==> config.mk <==
export PLATFORM = sky130hd
export DESIGN_NAME = seq_det_sched
export DESIGN_NICKNAME = d
export VERILOG_FILES = /design/src/rtl/seq_det_sched.sv
export SDC_FILE = /design/constraint.sdc
export NUM_CORES = 1
export LEC_CHECK = 0
export CAP_MARGIN = 20
export CORE_AREA = 10 10 90 60
export CTS_CLUSTER_SIZE = 20
export DETAILED_ROUTE_END_ITERATION = 6
export DIE_AREA = 0 0 100 70
export PLACE_DENSITY_LB_ADDON = 0.15
export SYNTH_ARGS = -nofsm -noshare
export SYNTH_HDL_FRONTEND = slang
export SYNTH_SLANG_ARGS = --single-unit
==> constraint.sdc <==
create_clock -name clk -period 2.25 [get_ports clk]
set_clock_uncertainty 0.05 [all_clocks]
set_input_delay 0.45 -clock clk [delete_from_list [all_inputs] [get_ports clk]]
set_output_delay 0.45 -clock clk [all_outputs]
set_load 0.02 [all_outputs]
==> src/rtl/seq_det_sched.sv <==
// -----------------------------------------------------------------------------
// seq_det_sched
//
// Round-robin scheduler that time-shares one "1101" non-overlapping Moore
// sequence detector between NCH serial channels. Each channel's detector
// state lives in a context slot; it is loaded into the work register when the
// channel is granted and written back when the grant ends. A pattern that
// straddles two grants is therefore still detected.
//
// Ports:
//   clk        rising-edge clock
//   reset      asynchronous active-low reset
//   req[i]     channel i presents a valid bit on din[i]
//   din[i]     serial bit of channel i, consumed when bit_ack[i]=1
//   gnt        one-hot owner of the detector (registered)
//   bit_ack    din[i] consumed this cycle (combinational)
//   busy       scheduler is not idle
//   det_valid  one-cycle pulse: a pattern completed
//   det_ch     channel that completed the pattern (valid with det_valid)
//
// Optional feature (macro SEQ_DET_SCHED_COUNT_EN):
//   cnt_sel    channel whose match counter is shown on cnt_out
//   cnt_out    saturating 8-bit match count of channel cnt_sel
// -----------------------------------------------------------------------------
module seq_det_sched #(
    parameter int NCH   = 4,
    parameter int BURST = 8,
    parameter int CW    = (NCH > 1) ? $clog2(NCH) : 1
) (
    input  logic           clk,
    input  logic           reset,
    input  logic [NCH-1:0] req,
    input  logic [NCH-1:0] din,
`ifdef SEQ_DET_SCHED_COUNT_EN
    input  logic [CW-1:0]  cnt_sel,
    output logic [7:0]     cnt_out,
`endif
    output logic [NCH-1:0] gnt,
    output logic [NCH-1:0] bit_ack,
    output logic           busy,
    output logic           det_valid,
    output logic [CW-1:0]  det_ch
);

    localparam int CNTW = $clog2(BURST + 1);

    // Scheduler states
    localparam logic [1:0] ST_IDLE = 2'd0;
    localparam logic [1:0] ST_RUN  = 2'd1;
    localparam logic [1:0] ST_SAVE = 2'd2;

    // Detector states
    localparam logic [2:0] S0 = 3'b000;
    localparam logic [2:0] S1 = 3'b001;
    localparam logic [2:0] S2 = 3'b010;
    localparam logic [2:0] S3 = 3'b011;
    localparam logic [2:0] S4 = 3'b100;

    logic [1:0]      state_q, state_d;
    logic [NCH-1:0]  gnt_q, gnt_d;
    logic [CW-1:0]   owner_q, owner_d;
    logic [2:0]      work_q, work_d;
    logic [CNTW-1:0] count_q, count_d;
    logic [CW-1:0]   ptr_q, ptr_d;
    logic [2:0]      ctx_q [NCH];
    logic [2:0]      ctx_d [NCH];
    logic            det_valid_q, det_valid_d;
    logic [CW-1:0]   det_ch_q, det_ch_d;

    logic            pick_found;
    logic [CW-1:0]   pick_idx;
    logic [CW-1:0]   cand;

    // S4 leaves on the S0 row (non-overlapping): a resumed S4 context
    // never re-enters S4 on its next bit.
    function automatic logic [2:0] det_next(input logic [2:0] s, input logic b);
        case (s)
            S0:      det_next = b ? S1 : S0;
            S1:      det_next = b ? S2 : S0;
            S2:      det_next = b ? S2 : S3;
            S3:      det_next = b ? S4 : S0;
            S4:      det_next = b ? S1 : S0;
            default: det_next = S0;
        endcase
    endfunction

    // First requesting channel at or after ptr, wrapping around.
    always_comb begin
        // NOTE: every signal gets a default before any conditional assignment,
        // so no path leaves it unassigned and no latch is inferred.
        pick_found = 1'b0;
        pick_idx   = '0;
        cand       = '0;
        for (int k = 0; k < NCH; k++) begin
            cand = CW'((int'(ptr_q) + k) % NCH);
            if (!pick_found && req[cand]) begin
                pick_found = 1'b1;
                pick_idx   = cand;
            end
        end
    end

    always_comb begin
        state_d     = state_q;
        gnt_d       = gnt_q;
        owner_d     = owner_q;
        work_d      = work_q;
        count_d     = count_q;
        ptr_d       = ptr_q;
        ctx_d       = ctx_q;
        det_valid_d = 1'b0;
        det_ch_d    = det_ch_q;

        case (state_q)
            ST_IDLE: begin
                if (pick_found) begin
                    gnt_d           = '0;
                    gnt_d[pick_idx] = 1'b1;
                    owner_d         = pick_idx;
                    work_d          = ctx_q[pick_idx];
                    count_d         = '0;
                    state_d         = ST_RUN;
                end
            end
            ST_RUN: begin
                if (req[owner_q]) begin
                    work_d  = det_next(work_q, din[owner_q]);
                    count_d = count_q + 1'b1;
                    if (work_d == S4) begin
                        det_valid_d = 1'b1;
                        det_ch_d    = owner_q;
                    end
                    if (count_q == CNTW'(BURST - 1)) begin
                        gnt_d   = '0;
                        state_d = ST_SAVE;
                    end
                end else begin
                    // Owner ran dry: release early rather than idle the core.
                    gnt_d   = '0;
                    state_d = ST_SAVE;
                end
            end
            ST_SAVE: begin
                ctx_d[owner_q] = work_q;
                ptr_d          = (int'(owner_q) == NCH - 1) ? '0 : owner_q + 1'b1;
                state_d        = ST_IDLE;
            end
            default: state_d = ST_IDLE;
        endcase
    end

    always_ff @(posedge clk or negedge reset) begin
        if (!reset) begin
            state_q     <= ST_IDLE;
            gnt_q       <= '0;
            owner_q     <= '0;
            work_q      <= S0;
            count_q     <= '0;
            ptr_q       <= '0;
            det_valid_q <= 1'b0;
            det_ch_q    <= '0;
            // NOTE: the context array is reset on purpose; a channel must not
            // resume from a partial pattern left over from before reset.
            for (int i = 0; i < NCH; i++) begin
                ctx_q[i] <= S0;
            end
        end else begin
            // NOTE: non-blocking assignments so every flop samples the
            // pre-edge values computed by the combinational blocks.
            state_q     <= state_d;
            gnt_q       <= gnt_d;
            owner_q     <= owner_d;
            work_q      <= work_d;
            count_q     <= count_d;
            ptr_q       <= ptr_d;
            ctx_q       <= ctx_d;
            det_valid_q <= det_valid_d;
            det_ch_q    <= det_ch_d;
        end
    end

    // gnt is one-hot on the owner throughout RUN, so masking req with it
    // acknowledges exactly the owner's bit.
    assign bit_ack   = (state_q == ST_RUN) ? (gnt_q & req) : '0;
    assign gnt       = gnt_q;
    assign busy      = (state_q != ST_IDLE);
    assign det_valid = det_valid_q;
    assign det_ch    = det_ch_q;

`ifdef SEQ_DET_SCHED_COUNT_EN
    logic [7:0] match_cnt_q [NCH];
    logic [7:0] match_cnt_d [NCH];

    always_comb begin
        match_cnt_d = match_cnt_q;
        if (det_valid_q && (match_cnt_q[det_ch_q] != 8'hFF)) begin
            match_cnt_d[det_ch_q] = match_cnt_q[det_ch_q] + 8'd1;
        end
    end

    always_ff @(posedge clk or negedge reset) begin
        if (!reset) begin
            for (int i = 0; i < NCH; i++) begin
                match_cnt_q[i] <= 8'd0;
            end
        end else begin
            match_cnt_q <= match_cnt_d;
        end
    end

    assign cnt_out = (int'(cnt_sel) < NCH) ? match_cnt_q[cnt_sel] : 8'd0;
`endif

endmodule

## After elaboration in Yosys (flattened, before gate mapping)

Cells that the tools add are included.

| storage, ports and cells | value |
|---|---|
| register bits | 32 |
| input bits | 10 |

| cells by class | value |
|---|---|
| eq/ne operators | 12 |
| $add $sub $neg | 5 |
| bitwise gates (word level) | 3 |
| reductions and logical operators | 18 |
| $lt $le $gt $ge | 10 |
| multiplexer cells | 54 |

Operators by type and width:

| kind | number |
|---|---|
| $mux W3 | 8 |
| $mux W4 | 6 |
| $lt A2 B3 Y1 const B | 6 |
| $mux W2 | 9 |
| $mux W1 | 16 |
| $pmux W4 S2 | 2 |
| $bmux W1 S2 | 6 |
| $bwmux W12 | 1 |
| $pmux W3 S4 | 1 |
| $reduce_and A3 Y1 | 3 |
| $bmux W3 S2 | 1 |
| $demux W3 S2 | 1 |
| $eq A3 B2 Y1 const B | 2 |
| $eq A3 B3 Y1 const B | 2 |
| $ge A3 B3 Y1 const B | 2 |
| $not A2 Y3 | 2 |
| $pmux W3 S2 | 1 |
| $logic_and A1 B1 Y1 | 5 |
| $add A2 B1 Y2 const B | 2 |
| $add A2 B2 Y2 const B | 2 |
| $add A4 B1 Y4 const B | 1 |
| $and A4 B4 Y4 | 1 |
| $eq A2 B1 Y1 const B | 2 |
| $eq A4 B3 Y1 const B | 1 |
| other kinds (14) | 19 |

## Logic depth before layout (Yosys ltp)

| depth | value |
|---|---|
| depth in word-level cells | 18 |
| depth in mapped cells | 6 |
| depth with buffers taken out | 6 |

## Worst setup path before layout

OpenSTA, ideal clock, no wires.

| timing path | value |
|---|---|
| path type | register -> register |
| from | reg owner_q[0] |
| to | reg gnt_q[2] (netlist: gnt[2]) |
| arrival time | 1.690 ns |
| path slack | 0.389 ns |
| cell stages (with the launch flop) | 7 |
| required time | 2.079 ns |
| path through | dfrtp_1 > mux4_2 > nor2b_2 > or3_4 > nor2_8 > nor2_2 > a22o_1 |

| on the way | value |
|---|---|
| longest elaborated chain between the ends | 4 |
| elaborated cells between the ends (all ways) | 6 |
| classes of those cells | 1 x eq/ne; 4 x mux; 1 x reduce/logical |

RTL lines:

| what | RTL line | RTL |
|---|---|---|
| start, declared | 61 | `logic [CW-1:0] owner_q, owner_d;` |
| start signal, assigned | 172 | `owner_q <= owner_d;` |
| $bmux W1 S2 (*) | 126 | `if (req[owner_q]) begin` |
| $mux W1 (implied by the code) (*) | 126 |  |
| $ne A3 B3 Y1 (no line) or $mux W4 (tied branches) | -- |  |
| $reduce_and A3 Y1 (no line) or $pmux W4 S2 (tied branches) | -- |  |
| end signal, assigned | 171 | `gnt_q <= gnt_d;` |
| end, declared | 60 | `logic [NCH-1:0] gnt_q, gnt_d;` |

Mark *: on every way between the ends. The rest lies on a longest branch, timed or not. The select of a mux whose other input is x is not followed.
A chain may end at the register's enable or synchronous reset.

## Final worst setup path

| timing path | value |
|---|---|
| from | in req[1] |
| to | reg gnt_q[2] (netlist: gnt[2]) |

| on the way | value |
|---|---|
| longest elaborated chain between the ends | 18 |
| elaborated cells between the ends (all ways) | 35 |
| classes of those cells | 2 x order compare; 2 x eq/ne; 23 x mux; 8 x reduce/logical |

RTL lines:

| what | RTL line | RTL |
|---|---|---|
| start, declared | 32 | `input logic [NCH-1:0] req,` |
| $bmux W1 S2 | 96 | `if (!pick_found && req[cand]) begin` |
| $mux W1 (implied by the code) | 96 |  |
| $mux W1 | 96 |  |
| $logic_not A1 Y1 | 96 |  |
| $logic_and A1 B1 Y1 | 96 |  |
| $mux W1 | 96 |  |
| $logic_not A1 Y1 | 96 |  |
| $logic_and A1 B1 Y1 | 96 |  |
| [... 2 more ...] | -- |  |
| $logic_and A1 B1 Y1 | 96 |  |
| $mux W2 | 96 |  |
| $lt A2 B3 Y1 (implied by the code) or $ge A2 B1 Y1 (tied branches) | 118 | `gnt_d[pick_idx] = 1'b1;` |
| $logic_and A1 B1 Y1 (implied by the code) | 118 |  |
| $mux W1 (implied by the code) | 118 |  |
| $demux W1 S2 | 118 |  |
| $mux W4 | 116 | `if (pick_found) begin` |
| $pmux W4 S2 | 114 | `case (state_q)` |

Parallel ways exist; a longest one is shown, timed or not. The select of a mux whose other input is x is not followed.

==> impl_metrics.toml <==
[synth]
syn_nets = 153
synth_top_area_cell = "dfrtp_1"
synth_top_family_by_area = "multiplexers"
yosysUniqueCellTypes = 40
yosysTopAreaCellShare_pct = 48.6
avgSynthCellArea_sq_um = 11.9
synth_seq_cells = 32
syn_area_sq_mm = 0.00165
yosys-top-cells-area = "dfrtp_1 (49%), mux2_2 (12%), ha_1 (3.8%), mux2i_1 (3.0%), nand2_1 (2.5%)"
synth_simple_gate_area_share_pct = 16.9
post-synth-top-count-cell = "dfrtp_1"
async_reset_ff_share_pct = 100
synth_edf_count = 0
ys_top_cells_by_count = "dfrtp_1 (32), mux2_2 (18), nand2_1 (11), nor2_1 (10)"
netlist_instances = 138
synth_xor_area_share_pct = 1.06
synth-compound-area-share_pct = 10.3
synth_top_flop_cell = "dfrtp_1"
synth_fa_ha_area_share_pct = 3.80
yosysSeqAreaShare_pct = 48.6
synth.area.mux_share_pct = 18.3
yosysWarnings = 0

[critical_path]
path_buf_inv = 1
worstSetupStartpointType = "input port"
reg2reg_depth = 5
ff2ff_setup_slack_ns = 0.29
end_kind = "flip-flop"
rr_startpoint = "owner_q[0]"
cp.arrival_ns = 2.29
crit_type = "input port to flip-flop"
cpLargestDelayFamily = "simple AND/OR/NAND/NOR gates"
max_stage_delay_ns = 0.58
critPathSlowestCell = "clkdlybuf4s50_1"
r2r_end = "work_q[0]"
cp_max_fo = 5
cp_cell_sequence = "clkdlybuf4s50_1, mux4_2, nor2b_2, or3_4, nor2_8, nor2_2, a22o_1"
cp_data_required_time_ns = 2.37

[clocking]
cts_root_buf = "clkbuf_8"
cts_buffers = 5
h-tree-depth = 2
clock_latency_ns = 0.29
cts_tree = "done"
clk_pin_slew_ns = 0.07
cts_sinks = 32
cts_buffer_depth = 2
holdBufCountCts = 0

[sta]
min_period_over_period_pct = 96.3
whs_ns = 0.457
rsz0062_at_grt = "false"
setup_viol = 0
max_freq_mhz = 462
tightest_slew_ns = 0.406
min_period_ns = 2.17
finalWorstSetupSlack_ns = 0.0836
hold_viol = 0
slew_headroom_pct = 73.0
slew_viol_final = 0

[global_routing]
grt.overflow.total = 0
antenna_found_initial = 0
first_global_vias = 1356
grt_pass1_wl_um = 6950
grt_max_degree = 33
track_usage_pct = 12.5

[worst_hold_path]
min_from = "ctx_q[11]"
worstHoldPathCells = 1
hold_end = "ctx_q[11]"
hold_path_class = "flip-flop to flip-flop"

[routing]
remaining_drc_errors = 0
ant_nets = 0
dr.pass1.iters = 6
drt-vias-per-instance = 5.31
drt-total-wl_um = 3990
wl_per_cell_um = 17.3
vias = 1222
drt-initial-drc-count = 99

[final_layout]
final-seq-area_sq_um = 801
fin_area_sq_mm = 0.00215
fill_cells = 345
antenna-diode-count = 0
area_growth_pct = 30.5
fin_nets = 194
drive_above_1_share_pct = 27.8
multi_input_area_sq_um = 842

[power]
p_per_area_mw_per_mm2 = 1400
finalPower_uw = 3000
peakVddDrop_mv = 0.678
leakage_uw = 0.00102

[place]
dpl-instance-area_sq_mm = 0.00203
place_congestion = 0.907
hpwl_um = 3110
dp_slack_ns = -0.185
port_buffers = 21

[floorplanning]
start_util_pct = 42.3
fp-row-count = 18
die_w_um = 100
die-area_sq_mm = 0.00700
io_pins = 22
die_y_um = 70
coreArea_sq_mm = 0.00390

[status]
status = "finished clean"

[flow_run]
cap_violations = 0
[worst reg2reg max path, delay by kind of cell (launching register included)]
family	cells	cell delay, ns
compound gates	1	0.17
buf+inv	1	0.16
flops	1	0.37
mux	2	0.92
simple gates	1	0.23
[timing repair]
item	CTS	global route
setup buffers	0	0
resized for setup	6	1
endpoints found under the setup margin	4	5
endpoints found under the hold margin	0	0
[registers in the layout, indices dropped and copies added (netlist names), 2 cells and up]
signal	flops
ctx_q	12
count_q	4
gnt	4
work_q	3
det_ch	2
owner_q	2
ptr_q	2
state_q	2
[routing by layer]
| layer | part of all wire, % | vias up | global-route usage [%] |
|---|---|---|---|
| met4 | 1.9 | 0 | 4.84 |
| met1 | 50 | 602 | 16.9 |
| met5 | 0 | - | 0 |
| met2 | 44 | 25 | 18.0 |
| met3 | 4.3 | 7 | 4.03 |
| li1 | - | 588 | - |
[cells in the final DEF, fill, tap and decap left out, types with 2 or more instances in the layout]
| cell type | netlist | final |
|---|---|---|
| inv_1 | 4 | 4 |
| a22o_1 | 4 | 4 |
| clkdlybuf4s50_1 | 0 | 17 |
| nor3_2 | 2 | 2 |
| buf_4 | 0 | 13 |
| a31oi_1 | 3 | 3 |
| nand2b_1 | 3 | 3 |
| nor2b_1 | 3 | 2 |
| mux2_2 | 18 | 18 |
| mux2i_1 | 5 | 5 |
| xor2_1 | 2 | 2 |
| nor2_1 | 10 | 10 |
| nand2_1 | 11 | 11 |
| dfrtp_1 | 32 | 32 |
| a21oi_1 | 3 | 3 |
| clkbuf_8 | 0 | 5 |
| dlygate4sd2_1 | 0 | 4 |
| ha_1 | 5 | 5 |
| nand3_1 | 3 | 3 |
| a21o_1 | 3 | 3 |
| and3_1 | 4 | 4 |
[worst max-delay path by stage]
stage          startpoint        end  slack [ns]  depth (start not counted)
2_1_floorplan  owner_q[0]     gnt[2]        0.39                          6
3_3_place_gp       req[1]     gnt[2]       -0.16                          7
3_5_place_dp       req[1]     gnt[2]       -0.18                          7
4_1_cts            req[3]  work_q[0]        0.11                          7
5_1_grt            req[1]  work_q[2]        0.01                          8
6_report           req[1]     gnt[2]        0.08                          7
[where the power goes]
group / switching [uW] / internal [uW]
Combinational: 716 / 750
Sequential: 205 / 790
Clock: 212 / 328
Total: 1130 / 1870
[final cells by class]
cell class | count | share of cell area [%]
multi-input combinational | 101 | 39.2
clock inverter | 2 | 1.63
tap | 50 | 2.91
sequential | 32 | 37.2
inverter | 4 | 0.698
clock buffer | 6 | 3.37
timing repair buffer | 35 | 15.0
[logic make-up after synthesis]
family	after synthesis
xor+xnor	2
flops	32
compound gates	21
fa+ha+maj	5
mux	25
buf+inv	5
simple gates	48
[per-stage QoR]
step	setup TNS, ns	util (%)	std cells
6_report	0	55.2	230
5_1_grt	0	55.2	230
4_1_cts	0	55.0	230
3_5_place_dp	-1.97	52.2	222
3_3_place_gp	-1.27	52.2	222
2_1_floorplan	0	-	138
(Power assumes the default switching activity.)
